## config.mk

```make
export PLATFORM = sky130hd
export DESIGN_NAME = buscador_sar_flat
export DESIGN_NICKNAME = d
export VERILOG_FILES = /design/src/rtl/buscador_sar_pkg.sv /design/src/rtl/buscador_sar_if.sv /design/src/rtl/buscador_sar.sv /design/src/flat_wrapper.sv
export SDC_FILE = /design/constraint.sdc
export NUM_CORES = 1
export LEC_CHECK = 0
export BUFFER_PORTS_ARGS = -buffer_cell sky130_fd_sc_hd__buf_2
export CORE_MARGIN = 8
export CORE_UTILIZATION = 35
export CTS_CLUSTER_SIZE = 40
export DETAILED_ROUTE_END_ITERATION = 8
export GPL_TIMING_DRIVEN = 0
export HOLD_SLACK_MARGIN = 0.08
export PLACE_DENSITY_LB_ADDON = 0.05
export SLEW_MARGIN = 20
export SYNTH_ARGS = -nofsm -noshare
export SYNTH_HDL_FRONTEND = slang
export SYNTH_SLANG_ARGS = --single-unit
```

## constraint.sdc

```tcl
create_clock -name clk -period 1.95 [get_ports clk]
set_input_delay 0.39 -clock clk [delete_from_list [all_inputs] [get_ports clk]]
set_output_delay 0.39 -clock clk [all_outputs]
set_load 0.005 [all_outputs]
```

## src/rtl/buscador_sar_pkg.sv

```systemverilog
// Shared types for the successive-approximation searcher: FSM states and
// the validity test for the comparator's three-flag code.
package sar_pkg;

    typedef enum logic [1:0] {
        IDLE  = 2'd0,
        BUSCA = 2'd1,
        FIN   = 2'd2
    } estado_t;

    // Exactly one of igual/mayor/menor must be set for a trustworthy decision.
    function automatic logic flags_one_hot(input logic igual,
                                           input logic mayor,
                                           input logic menor);
        logic r;
        case ({igual, mayor, menor})
            3'b100, 3'b010, 3'b001: r = 1'b1;
            default:                r = 1'b0;
        endcase
        return r;
    endfunction

endpackage

```

## src/rtl/buscador_sar_if.sv

```systemverilog
// Bus between the searcher and its environment: start request, comparator
// flags coming back, trial value going out, and the result/status outputs.
interface buscador_sar_if #(
    parameter int WIDTH = 8
);
    // inicio is a level request sampled only while the searcher is idle (no
    // back-pressure, not queued); listo is a single-cycle completion pulse
    // with resultado/err valid from that cycle until the next accepted inicio.
    logic             inicio;
    logic             igual_i;
    logic             mayor_i;
    logic             menor_i;
    logic [WIDTH-1:0] prueba;
    logic [WIDTH-1:0] resultado;
    logic             ocupado;
    logic             listo;
    logic             err;

    modport master (
        input  inicio, igual_i, mayor_i, menor_i,
        output prueba, resultado, ocupado, listo, err
    );

    modport slave (
        output inicio, igual_i, mayor_i, menor_i,
        input  prueba, resultado, ocupado, listo, err
    );
endinterface

```

## src/rtl/buscador_sar.sv

```systemverilog
// Successive-approximation searcher: resolves an unknown value one bit per
// clock, MSB first, using only an external comparator's igual/mayor/menor code.
module buscador_sar
    import sar_pkg::*;
#(
    parameter int WIDTH = 8
) (
    input  logic          clk,
    input  logic          rst_n,
    buscador_sar_if.master bus,
    output estado_t       o_estado
);
    localparam int               IW      = $clog2(WIDTH);
    localparam logic [IW-1:0]    IDX_MAX = IW'(WIDTH - 1);
    localparam logic [IW-1:0]    IDX_UNO = IW'(1);
    localparam logic [WIDTH-1:0] UNO     = WIDTH'(1);
    localparam logic [WIDTH-1:0] MSB     = UNO << (WIDTH - 1);

    estado_t          r_estado;
    logic [WIDTH-1:0] r_prueba;
    logic [WIDTH-1:0] r_resultado;
    logic [IW-1:0]    r_idx;
    logic             r_err;

    estado_t          w_estado_sig;
    logic [WIDTH-1:0] w_prueba_sig;
    logic [WIDTH-1:0] w_resultado_sig;
    logic [IW-1:0]    w_idx_sig;
    logic             w_err_sig;

    logic             w_flags_ok;
    logic [WIDTH-1:0] w_bit_idx;
    logic [WIDTH-1:0] w_bit_sig;
    logic [WIDTH-1:0] w_actualizado;

    assign w_flags_ok    = flags_one_hot(bus.igual_i, bus.mayor_i, bus.menor_i);
    assign w_bit_idx     = UNO << r_idx;
    assign w_bit_sig     = UNO << (r_idx - IDX_UNO);
    // a > prueba keeps the trial bit; a < prueba drops it. Only bit idx moves.
    assign w_actualizado = bus.mayor_i ? r_prueba : (r_prueba & ~w_bit_idx);

    always_ff @(posedge clk or negedge rst_n) begin
        if (!rst_n) begin
            r_estado    <= IDLE;
            r_prueba    <= '0;
            r_resultado <= '0;
            r_idx       <= IDX_MAX;
            r_err       <= 1'b0;
        end else begin
            r_estado    <= w_estado_sig;
            r_prueba    <= w_prueba_sig;
            r_resultado <= w_resultado_sig;
            r_idx       <= w_idx_sig;
            r_err       <= w_err_sig;
        end
    end

    always_comb begin
        w_estado_sig    = r_estado;
        w_prueba_sig    = r_prueba;
        w_resultado_sig = r_resultado;
        w_idx_sig       = r_idx;
        w_err_sig       = r_err;
        case (r_estado)
            IDLE: begin
                if (bus.inicio) begin
                    w_prueba_sig = MSB;
                    w_idx_sig    = IDX_MAX;
                    w_err_sig    = 1'b0;
                    w_estado_sig = BUSCA;
                end
            end
            BUSCA: begin
                if (!w_flags_ok) begin
                    w_err_sig       = 1'b1;
                    w_resultado_sig = r_prueba;
                    w_estado_sig    = FIN;
                end else if (bus.igual_i) begin
                    // Bits below idx are still zero, so the trial is the answer.
                    w_resultado_sig = r_prueba;
                    w_estado_sig    = FIN;
                end else if (r_idx == '0) begin
                    w_resultado_sig = w_actualizado;
                    w_prueba_sig    = w_actualizado;
                    w_estado_sig    = FIN;
                end else begin
                    w_idx_sig    = r_idx - IDX_UNO;
                    w_prueba_sig = w_actualizado | w_bit_sig;
                end
            end
            FIN: begin
                w_prueba_sig = r_resultado;
                w_estado_sig = IDLE;
            end
            default: begin
                w_estado_sig = IDLE;
            end
        endcase
    end

    assign bus.prueba    = r_prueba;
    assign bus.resultado = r_resultado;
    assign bus.ocupado   = (r_estado == BUSCA);
    assign bus.listo     = (r_estado == FIN);
    assign bus.err       = r_err;
    assign o_estado      = r_estado;

endmodule

```

## src/flat_wrapper.sv

```systemverilog
// flat-port wrapper written by rule: the top's interface ports become plain ports
module buscador_sar_flat import sar_pkg::*;
#(
    parameter int WIDTH = 8
)
  (clk, rst_n, o_estado, bus_inicio, bus_igual_i, bus_mayor_i, bus_menor_i, bus_prueba, bus_resultado, bus_ocupado, bus_listo, bus_err);
  buscador_sar_if #(.WIDTH(WIDTH)) bus_i ();
  input  logic clk;
  input  logic rst_n;
  output estado_t o_estado;
  input wire logic [$bits(bus_i.inicio)-1:0] bus_inicio;
  input wire logic [$bits(bus_i.igual_i)-1:0] bus_igual_i;
  input wire logic [$bits(bus_i.mayor_i)-1:0] bus_mayor_i;
  input wire logic [$bits(bus_i.menor_i)-1:0] bus_menor_i;
  output wire logic [$bits(bus_i.prueba)-1:0] bus_prueba;
  output wire logic [$bits(bus_i.resultado)-1:0] bus_resultado;
  output wire logic [$bits(bus_i.ocupado)-1:0] bus_ocupado;
  output wire logic [$bits(bus_i.listo)-1:0] bus_listo;
  output wire logic [$bits(bus_i.err)-1:0] bus_err;
  assign bus_i.inicio = bus_inicio;
  assign bus_i.igual_i = bus_igual_i;
  assign bus_i.mayor_i = bus_mayor_i;
  assign bus_i.menor_i = bus_menor_i;
  assign bus_prueba = bus_i.prueba;
  assign bus_resultado = bus_i.resultado;
  assign bus_ocupado = bus_i.ocupado;
  assign bus_listo = bus_i.listo;
  assign bus_err = bus_i.err;
  buscador_sar #(.WIDTH(WIDTH)) u_core (.clk(clk), .rst_n(rst_n), .bus(bus_i), .o_estado(o_estado));
endmodule
```

==> flow_summary.yaml, run 1 <==
setup_path:
  reg2reg_depth: 7
  path_buf_inv: 2
  crit_chain: "clkinvlp_4 > ha_4 > and2b_2 > buf_6 > or3_1 > a21oi_2 > o21ai_0"
  cp_slowest_cell: "dfstp_2"
  cp_top_family: "flip-flops"
  worstPathRequired_ns: 2.11
  path_class: "register to register"
  startpoint_type: "register"
  cp_num_cells: 7
  cp_max_fo: 5
  slowest_delay_ns: 0.57
  worst_ep_arrival_time_ns: 2.07
  cp-end-kind: "register"
yosys:
  synth_ff_type: "dfrtp_1"
  avgSynthCellArea_um2: 9.02
  synth_enable_flop_cells: 0
  ys_ff_latch: 22
  synth_area_mm2: 0.00144
  async_reset_ff_share_pct: 100
  synth_cell_types: 43
  yosysWarnings: 0
  syn_nets: 175
  syn_inst: 160
  yosysSeqAreaShare_pct: 38.4
power:
  p_sw_share_pct: 43.0
  peakVddDrop_mv: 0.863
  p_sw_mw: 1.15
  pwr-share-seq_pct: 26.1
  finalPower_mw: 2.67
  leakage_nw: 0.851
  power.density_mw_per_mm2: 1450
  pwr-share-clk_pct: 16.5
  combPwrFrac_pct: 57.4
  internal-power_mw: 1.52
sta:
  hold_viol: 0
  drv_slew: 0
  worst_pin_slew_ns: 0.723
  min_period_over_period_pct: 97.8
  final-setup-viol-count: 0
  rsz0062_at_grt: "yes"
  fin_hold_ws_ns: 0.0817
  fmax_ghz: 0.524
  min_period_ns: 1.91
  relSlewSlack_pct: 51.1
  fin_skew_ns: 0.00208
finish:
  final_nets: 217
  post_route_cells_drive_above_1_share_pct: 32.3
  insertedDiodeCount: 0
  synthToLayoutAreaGrowth_pct: 28.1
  utilization_pct: 46.2
drt:
  wl_per_cell_um: 17.1
  wl_met1_mm: 2.01
  drtAntennaViolNets: 0
  wl_met2_mm: 1.96
  drt_iter0_drc: 101
  via_per_inst: 5.38
  drc: 0
  route.met3.wl_um: 209
  top_layer_used: "met4"
  first_pass_iters: 6
  totalWireLength_mm: 4.29
  vias: 1351
cts:
  clkSinkCount: 22
  insertion_delay_ns: 0.27
  clk_pin_slew_worst_paths_ns: 0.09
  cts_buffers: 3
  cts_root_buf: "clkbuf_8"
  hold_buffers: 0
  clk_path_buf_depth: 2
  htree_levels: 1
  cts_tree: "built"
status:
  outcome: "completed"
grt:
  grt_pass1_vias: 1400
  grt_usage_pct: 14.5
  grt_pass1_wl_mm: 7.23
  grt_max_degree: 23
  grt.overflow.total: 0
  antenna_found_initial: 0
floorplan:
  rows: 23
  core_mm2: 0.00400
  ios: 27
  die_height_um: 80.2
  fp.dieW_um: 80.2
  start_util_pct: 36.1
  die_area_mm2: 0.00644
place:
  gp_congestion: 0.786
  dp_hpwl_mm: 2.96
  io_buffers: 24
flow_run:
  maxCapViolCount: 0
hold_path:
  worstHoldPathType: "input port to asynchronous set/reset pin"
-- area by class of cell --
type	count	area, µm²
inverters	9	37.5
plain buffers	7	50.0
multi-input cells	122	845
well taps	50	62.6
clock buffers	3	41.3
fillers	369	2150
clock inverters	1	30.0
flip-flops and latches	22	554
repair buffers	37	229
-- flip-flops by register name, indices dropped and copies added, names as in the netlist --
name / count
u_core.bus.err: 1
u_core.o_estado: 2
u_core.r_idx: 3
u_core.bus.prueba: 8
u_core.bus.resultado: 8
-- layout by cell type, fill, tap and decap left out, types with 3 or more instances in the layout --
cell type and instances:
nand2_1 33, buf_2 27, dfrtp_1 19, a21oi_1 13, buf_4 11, o21ai_0 10
inv_1 8, ha_1 8, o2bb2ai_1 7, a221oi_1 6, buf_6 5, nor2b_1 4
nand2b_1 3, nor2_1 3, and2_1 3, clkbuf_8 3, dfstp_2 3
-- Yosys cell counts (2+ instances only) --
master	count	share of area, %
buf_2	2	0.69
nand2_1	33	8.6
buf_6	2	1.6
and2_1	3	1.3
nand2b_1	3	1.3
dfstp_2	3	5.5
or3_1	2	0.87
nor2_1	3	0.78
a21oi_1	14	4.9
o2bb2ai_1	7	4.2
inv_1	9	2.3
nand4_1	2	0.87
ha_1	9	7.8
a221oi_1	6	3.6
dfrtp_1	19	33
o211ai_1	2	1.0
o21ai_0	11	3.8
nor2b_1	4	1.7
nor3_1	2	0.69
-- routing by layer --
metal | vias to the layer above | global-route usage [%]
met5 | - | 0
met4 | 0 | 5.45
met3 | 9 | 2.90
met2 | 38 | 22.7
met1 | 648 | 19.0
li1 | 656 | -
-- power groups by stage --
stage	Sequential [mW]	Clock [mW]	Combinational (mW)
2_1_floorplan	0.706	0	0.807
3_3_place_gp	0.705	0	1.23
3_5_place_dp	0.714	0	1.24
4_1_cts	0.695	0.446	1.41
5_1_grt	0.718	0.465	1.70
6_report	0.696	0.442	1.53
-- cells by family (layout without fill, tap and decap cells) --
| family | count (synthesis) | count (layout) | synth area share [%] |
|---|---|---|---|
| flip-flops | 22 | 22 | 38.4 |
| adder cells (fa/ha/maj) | 9 | 9 | 7.80 |
| buffers and inverters | 16 | 57 | 5.63 |
| XOR/XNOR | 1 | 1 | 1.13 |
| AND/OR/NAND/NOR | 60 | 60 | 21.0 |
| AO/OA/AOI/OAI | 50 | 50 | 24.3 |
| multiplexers | 2 | 2 | 1.82 |
-- final timing paths --
kind	startpoint	end	slack (ns)
max	u_core.r_idx[0]	u_core.bus.resultado[0]	0.04
min	rst_n	u_core.bus.prueba[4]	0.08
max reg2reg	u_core.r_idx[0]	u_core.bus.resultado[0]	0.04
min reg2reg	u_core.bus.resultado[6]	u_core.bus.resultado[6]	0.51
max in group asynchronous	rst_n	u_core.r_idx[2]	1.50
min in group clk	bus_inicio	u_core.bus.err	0.48
-- timing repair --
item,in CTS,in global routing
endpoints found under the setup margin,18,20
setup buffers,6,6
pin swaps,3,4
resized for setup,8,9
cloned,1,0
-- per-stage QoR --
stage / instance area, µm² / setup TNS (ns) / std cells / worst slack, ns
2_1_floorplan: 1440 / 0 / 160 / 0.154
3_3_place_gp: 1630 / -2.04 / 234 / -0.157
3_5_place_dp: 1630 / -2.31 / 234 / -0.167
4_1_cts: 1780 / 0 / 245 / 0.00616
5_1_grt: 1850 / -0.0197 / 251 / -0.0111
6_report: 1850 / 0 / 251 / 0.0423
Power figures use the tool's default switching activity.
==> run 2: changes to the inputs <==
--- a/config.mk
+++ b/config.mk
@@ -7,7 +7,7 @@
 export LEC_CHECK = 0
 export BUFFER_PORTS_ARGS = -buffer_cell sky130_fd_sc_hd__buf_2
 export CORE_MARGIN = 8
-export CORE_UTILIZATION = 35
+export CORE_UTILIZATION = 30
 export CTS_CLUSTER_SIZE = 40
 export DETAILED_ROUTE_END_ITERATION = 8
 export GPL_TIMING_DRIVEN = 0
==> run 2 against run 1 <==
  * Register-to-register slack lost 0.03 ns
  * Combinational power is essentially flat
  * Worst hold slack lost 0.0042 ns
  * Global-route usage shrank 2.3 points
  * Via count shrank 0.52%
  * Fmax shrank 1.5%
  * Clock power shrank 21%
  * Largest cell class unchanged
  * Largest power group unchanged
==> flow_summary.yaml, run 2 (same netlist as run 1, synthesis figures left out) <==
grt:
  grt_max_degree: 23
  use_met2_pct: 19.4
  met3_usage_pct: 2.80
  antenna_found_initial: 0
  busiest_layer: "met2"
  grt_usage_pct: 12.2
  grt_pass1_wl_mm: 7.04
  grt_pass1_vias: 1331
  met1_usage_pct: 16.0
  grt.overflow.total: 0
drt:
  vias: 1344
  first_pass_iters: 4
  totalWireLength_mm: 4.34
  drt_iter0_drc: 56
  wl_per_cell_um: 17.1
  drc: 0
  drtAntennaViolNets: 0
  via_per_inst: 5.29
place:
  gp_congestion: 0.833
  place_area_mm2: 0.00163
  post-place-cells: 238
  io_buffers: 24
  dp_hpwl_mm: 2.96
sta:
  fin_skew_ns: 0.00564
  hold_viol: 0
  min_period_ns: 1.94
  relSlewSlack_pct: 54.3
  fin_hold_ws_ns: 0.0775
  drv_slew: 0
  final-setup-viol-count: 0
  min_period_over_period_pct: 99.4
  fmax_ghz: 0.516
  worst_pin_slew_ns: 0.676
  final.setup.tns_ns: 0
cts:
  cts_root_buf: "clkbuf_8"
  clk_path_buf_depth: 2
  cts_tree: "built"
  hold_buffers: 0
  clkSinkCount: 22
  cts_buffers: 3
  insertion_delay_ns: 0.27
  clk_pin_slew_worst_paths_ns: 0.09
  htree_levels: 1
floorplan:
  start_util_pct: 30.8
  die_area_mm2: 0.00729
  die_height_um: 85.4
  ios: 27
  rows: 25
  core_mm2: 0.00469
  fp.dieW_um: 85.4
flow_run:
  maxCapViolCount: 0
power:
  internal-power_mw: 1.44
  power.density_mw_per_mm2: 1420
  pwr-share-seq_pct: 27.2
  p_sw_mw: 1.13
  peakVddDrop_mv: 0.506
  pwr-share-clk_pct: 13.5
  p_sw_share_pct: 44.0
  finalPower_mw: 2.57
  leakage_nw: 0.833
  combPwrFrac_pct: 59.3
setup_path:
  crit_chain: "clkinvlp_4 > ha_4 > and2b_2 > nor3_1 > nor2b_1 > o22a_1"
  cp_max_fo: 7
  path_class: "register to register"
  worst_ep_arrival_time_ns: 2.11
  worstReg2RegStart: "u_core.r_idx[0]"
  cp_slowest_cell: "dfstp_2"
  startpoint_type: "register"
  crit_start: "u_core.r_idx[0]"
  slowest_delay_ns: 0.57
  cp-end-kind: "register"
  worstPathRequired_ns: 2.12
finish:
  insertedDiodeCount: 0
  final_nets: 216
  mostFrequentLayoutCell: "nand2_1"
  ff_latch_area_um2: 554
  final_cells: 254
  post_route_cells_drive_above_1_share_pct: 30.5
  fillers: 483
  synthToLayoutAreaGrowth_pct: 25.5
  mostFrequentLayoutCells: "nand2_1 (33), buf_2 (27), dfrtp_1 (19), a21oi_1 (14)"
  multi_input_area_um2: 830
  fin_area_mm2: 0.00181
hold_path:
  worstHoldPathType: "input port to asynchronous set/reset pin"
status:
  outcome: "completed"
==> run 2: cell type report <==
class,count,area share (%)
plain buffers,7,2.76
clock buffers,4,3.04
inverters,9,2.07
multi-input cells,122,45.8
flip-flops and latches,22,30.6
well taps,54,3.73
repair buffers,36,12.0
==> run 2: worst paths after layout <==
path | slack [ns] | to | cells after the start
max in group asynchronous | 1.51 | u_core.r_idx[1] | 1
worst max register to register | 0.01 | u_core.o_estado[0] | 6
worst max-delay path | 0.01 | u_core.o_estado[0] | 6
min in group clk | 0.48 | u_core.bus.err | 4
worst min-delay path | 0.08 | u_core.bus.err | 1
worst min register to register | 0.51 | u_core.bus.resultado[6] | 2
==> run 2: critical path: cells and delay by family, from the launching register on <==
kind	cells	cell delay, ns
adders and majority gates	1	0.21
DFF	1	0.57
and+or+nand+nor	3	0.73
AOI/OAI and AO/OA	1	0.18
buffers and inverters	1	0.14
==> run 2: timing repair <==
item	4_1_cts	5_1_grt
gates resized for setup	7	3
pin swaps	2	1
cloned	1	0
setup endpoints to repair	18	18
buffers inserted	3	8
==> run 2: stage by stage <==
| step | setup WS [ns] | util (%) |
|---|---|---|
| 3_3_place_gp | -0.168 | 34.8 |
| 6_report | 0.0124 | 38.6 |
| 5_1_grt | -0.0268 | 38.6 |
| 2_1_floorplan | 0.154 | - |
| 3_5_place_dp | -0.157 | 34.8 |
| 4_1_cts | -0.00430 | 37.0 |
==> run 2: power by group through the flow <==
| stage | Clock (mW) | Combinational [mW] | Sequential, mW |
|---|---|---|---|
| finish | 0.347 | 1.52 | 0.698 |
| global route | 0.380 | 1.68 | 0.718 |
| global placement | 0 | 1.24 | 0.708 |
| floorplan | 0 | 0.807 | 0.706 |
| CTS | 0.359 | 1.34 | 0.706 |
| detailed placement | 0 | 1.24 | 0.716 |
==> run 2: per-layer routing <==
metal / share of wire, % / up-vias
li1: - / 659
met4: 0.88 / 0
met5: 0 / -
met1: 46 / 658
met3: 5.0 / 4
met2: 48 / 23
==> run 3: changes to the inputs <==
--- a/config.mk
+++ b/config.mk
@@ -5,9 +5,10 @@
 export SDC_FILE = /design/constraint.sdc
 export NUM_CORES = 1
 export LEC_CHECK = 0
-export BUFFER_PORTS_ARGS = -buffer_cell sky130_fd_sc_hd__buf_2
+export BUFFER_PORTS_ARGS = -buffer_cell sky130_fd_sc_hd__buf_4
 export CORE_MARGIN = 8
 export CORE_UTILIZATION = 30
+export CTS_CLUSTER_DIAMETER = 200
 export CTS_CLUSTER_SIZE = 40
 export DETAILED_ROUTE_END_ITERATION = 8
 export GPL_TIMING_DRIVEN = 0
==> run 3 against run 2 <==
  * Core utilization up 1.6 points
  * Clock skew decreased by 0.00068 ns
  * Sequential share of layout area shrank 1.2 points
  * Non-clock buffer count is 2 higher
  * Routed wire length is 1.8% lower
  * First-iteration DRC count fell by 30%
  * Global-route usage rose by 0.21 points
  * Combinational power about the same
  * Final cell count rose by 0.79%
  * Clock-buffer cell count did not move
  * Worst setup slack improved by 0.056 ns
  * Critical path type unchanged
==> flow_summary.yaml, run 3 (same netlist as run 1, synthesis figures left out) <==
status:
  outcome: "completed"
power:
  p_sw_mw: 1.13
  combPwrFrac_pct: 59.5
  peakVddDrop_mv: 0.515
  leakage_nw: 0.847
  internal-power_mw: 1.48
  finalPower_mw: 2.60
  p_sw_share_pct: 43.2
  power.density_mw_per_mm2: 1380
  pwr-share-seq_pct: 27.3
  pwr-share-clk_pct: 13.2
floorplan:
  fp.dieW_um: 85.4
  rows: 25
  start_util_pct: 30.8
  core_mm2: 0.00469
  die_area_mm2: 0.00729
  die_height_um: 85.4
  ios: 27
sta:
  hold_viol: 0
  final-setup-viol-count: 0
  fin_skew_ns: 0.00496
  drv_slew: 0
  worst_pin_slew_ns: 0.739
  min_period_over_period_pct: 96.5
  setup_ws_ns: 0.0687
  relSlewSlack_pct: 50.1
  fmax_ghz: 0.532
  fin_hold_ws_ns: 0.468
  min_period_ns: 1.88
place:
  gp_congestion: 0.837
  post-place-cells: 238
  dp_hpwl_mm: 2.98
  io_buffers: 24
  dpl_worst_slack_ns: -0.139
cts:
  cts_tree: "built"
  htree_levels: 1
  insertion_delay_ns: 0.27
  clkSinkCount: 22
  clk_pin_slew_worst_paths_ns: 0.09
  clk_path_buf_depth: 2
  cts_root_buf: "clkbuf_8"
  cts_buffers: 3
finish:
  mostFrequentLayoutCell: "buf_4"
  final_nets: 218
  final_cells: 256
  insertedDiodeCount: 0
  mostFrequentLayoutCells: "buf_4 (36), nand2_1 (33), dfrtp_1 (19), a21oi_1 (14), o21ai_0 (11)"
  post_route_cells_drive_above_1_share_pct: 30.7
  synthToLayoutAreaGrowth_pct: 30.6
grt:
  grt.overflow.total: 0
  grt_usage_pct: 12.4
  grt_max_degree: 23
  grt_pass1_wl_mm: 7.22
  grt_pass1_vias: 1412
  antenna_found_initial: 0
drt:
  first_pass_iters: 4
  top_layer_used: "met4"
  wl_met2_mm: 1.96
  totalWireLength_mm: 4.26
  via_per_inst: 5.24
  route.met3.wl_um: 251
  wl_per_cell_um: 16.6
  drtAntennaViolNets: 0
  wl_met1_mm: 1.96
  vias: 1341
  drc: 0
  drt_iter0_drc: 39
setup_path:
  path_class: "register to register"
  startpoint_type: "register"
  worst_ep_arrival_time_ns: 2.04
  ff2ff_setup_slack_ns: 0.07
  cp-end-kind: "register"
  worstPathRequired_ns: 2.11
  cp_max_fo: 4
flow_run:
  maxCapViolCount: 0
hold_path:
  worstHoldPathType: "input port to register"
[run 3: final cells by class]
class,instances,area [µm²]
buffer,7,50.0
timing repair buffer,38,292
inverter,9,37.5
clock buffer,4,55.1
fill,479,2810
multi-input combinational,122,830
sequential,22,554
tap,54,67.6
[run 3: critical path: stages (launching register included)]
cell	delay (ns)
dfstp_2	0.57
clkinvlp_4	0.13
ha_4	0.17
and2b_2	0.22
buf_4	0.15
or3_1	0.30
a21oi_1	0.14
o21ai_0	0.08
[run 3: power groups by stage]
stage | combinational, mW | sequential [mW] | clock (mW)
global route | 1.71 | 0.732 | 0.382
global placement | 1.31 | 0.713 | 0
finish | 1.55 | 0.711 | 0.344
CTS | 1.38 | 0.712 | 0.356
floorplan | 0.807 | 0.706 | 0
detailed placement | 1.29 | 0.720 | 0
[run 3: per-layer routing]
metal / vias up / GRT usage, %
li1: 664 / -
met1: 639 / 15.2
met2: 28 / 20.2
met3: 10 / 3.09
met4: 0 / 4.94
met5: - / 0
[run 3: what timing repair did]
action,4_1_cts,5_1_grt
pin swaps,1,3
buffers inserted,4,8
hold buffers,1,0
cloned,1,0
hold endpoints to repair,19,0
endpoints found under the setup margin,18,20
gates resized for setup,5,5
[run 3: worst paths after layout]
path | from | end | depth (start not counted)
max | u_core.r_idx[0] | u_core.bus.resultado[0] | 7
min | bus_inicio | u_core.bus.err | 4
max reg2reg | u_core.r_idx[0] | u_core.bus.resultado[0] | 7
min reg2reg | u_core.bus.resultado[3] | u_core.bus.resultado[3] | 2
max in group asynchronous | rst_n | u_core.r_idx[2] | 2
min in group asynchronous | rst_n | u_core.o_estado[0] | 2
[run 3: metrics by stage]
step,setup TNS (ns),instance area [µm²],utilization (%)
after detailed placement,-2.04,1690,36.1
final,0,1890,40.2
after CTS,-0.0134,1810,38.6
after floorplan,0,1440,-
after global placement,-2.59,1690,36.1
after global routing,-0.0200,1890,40.2
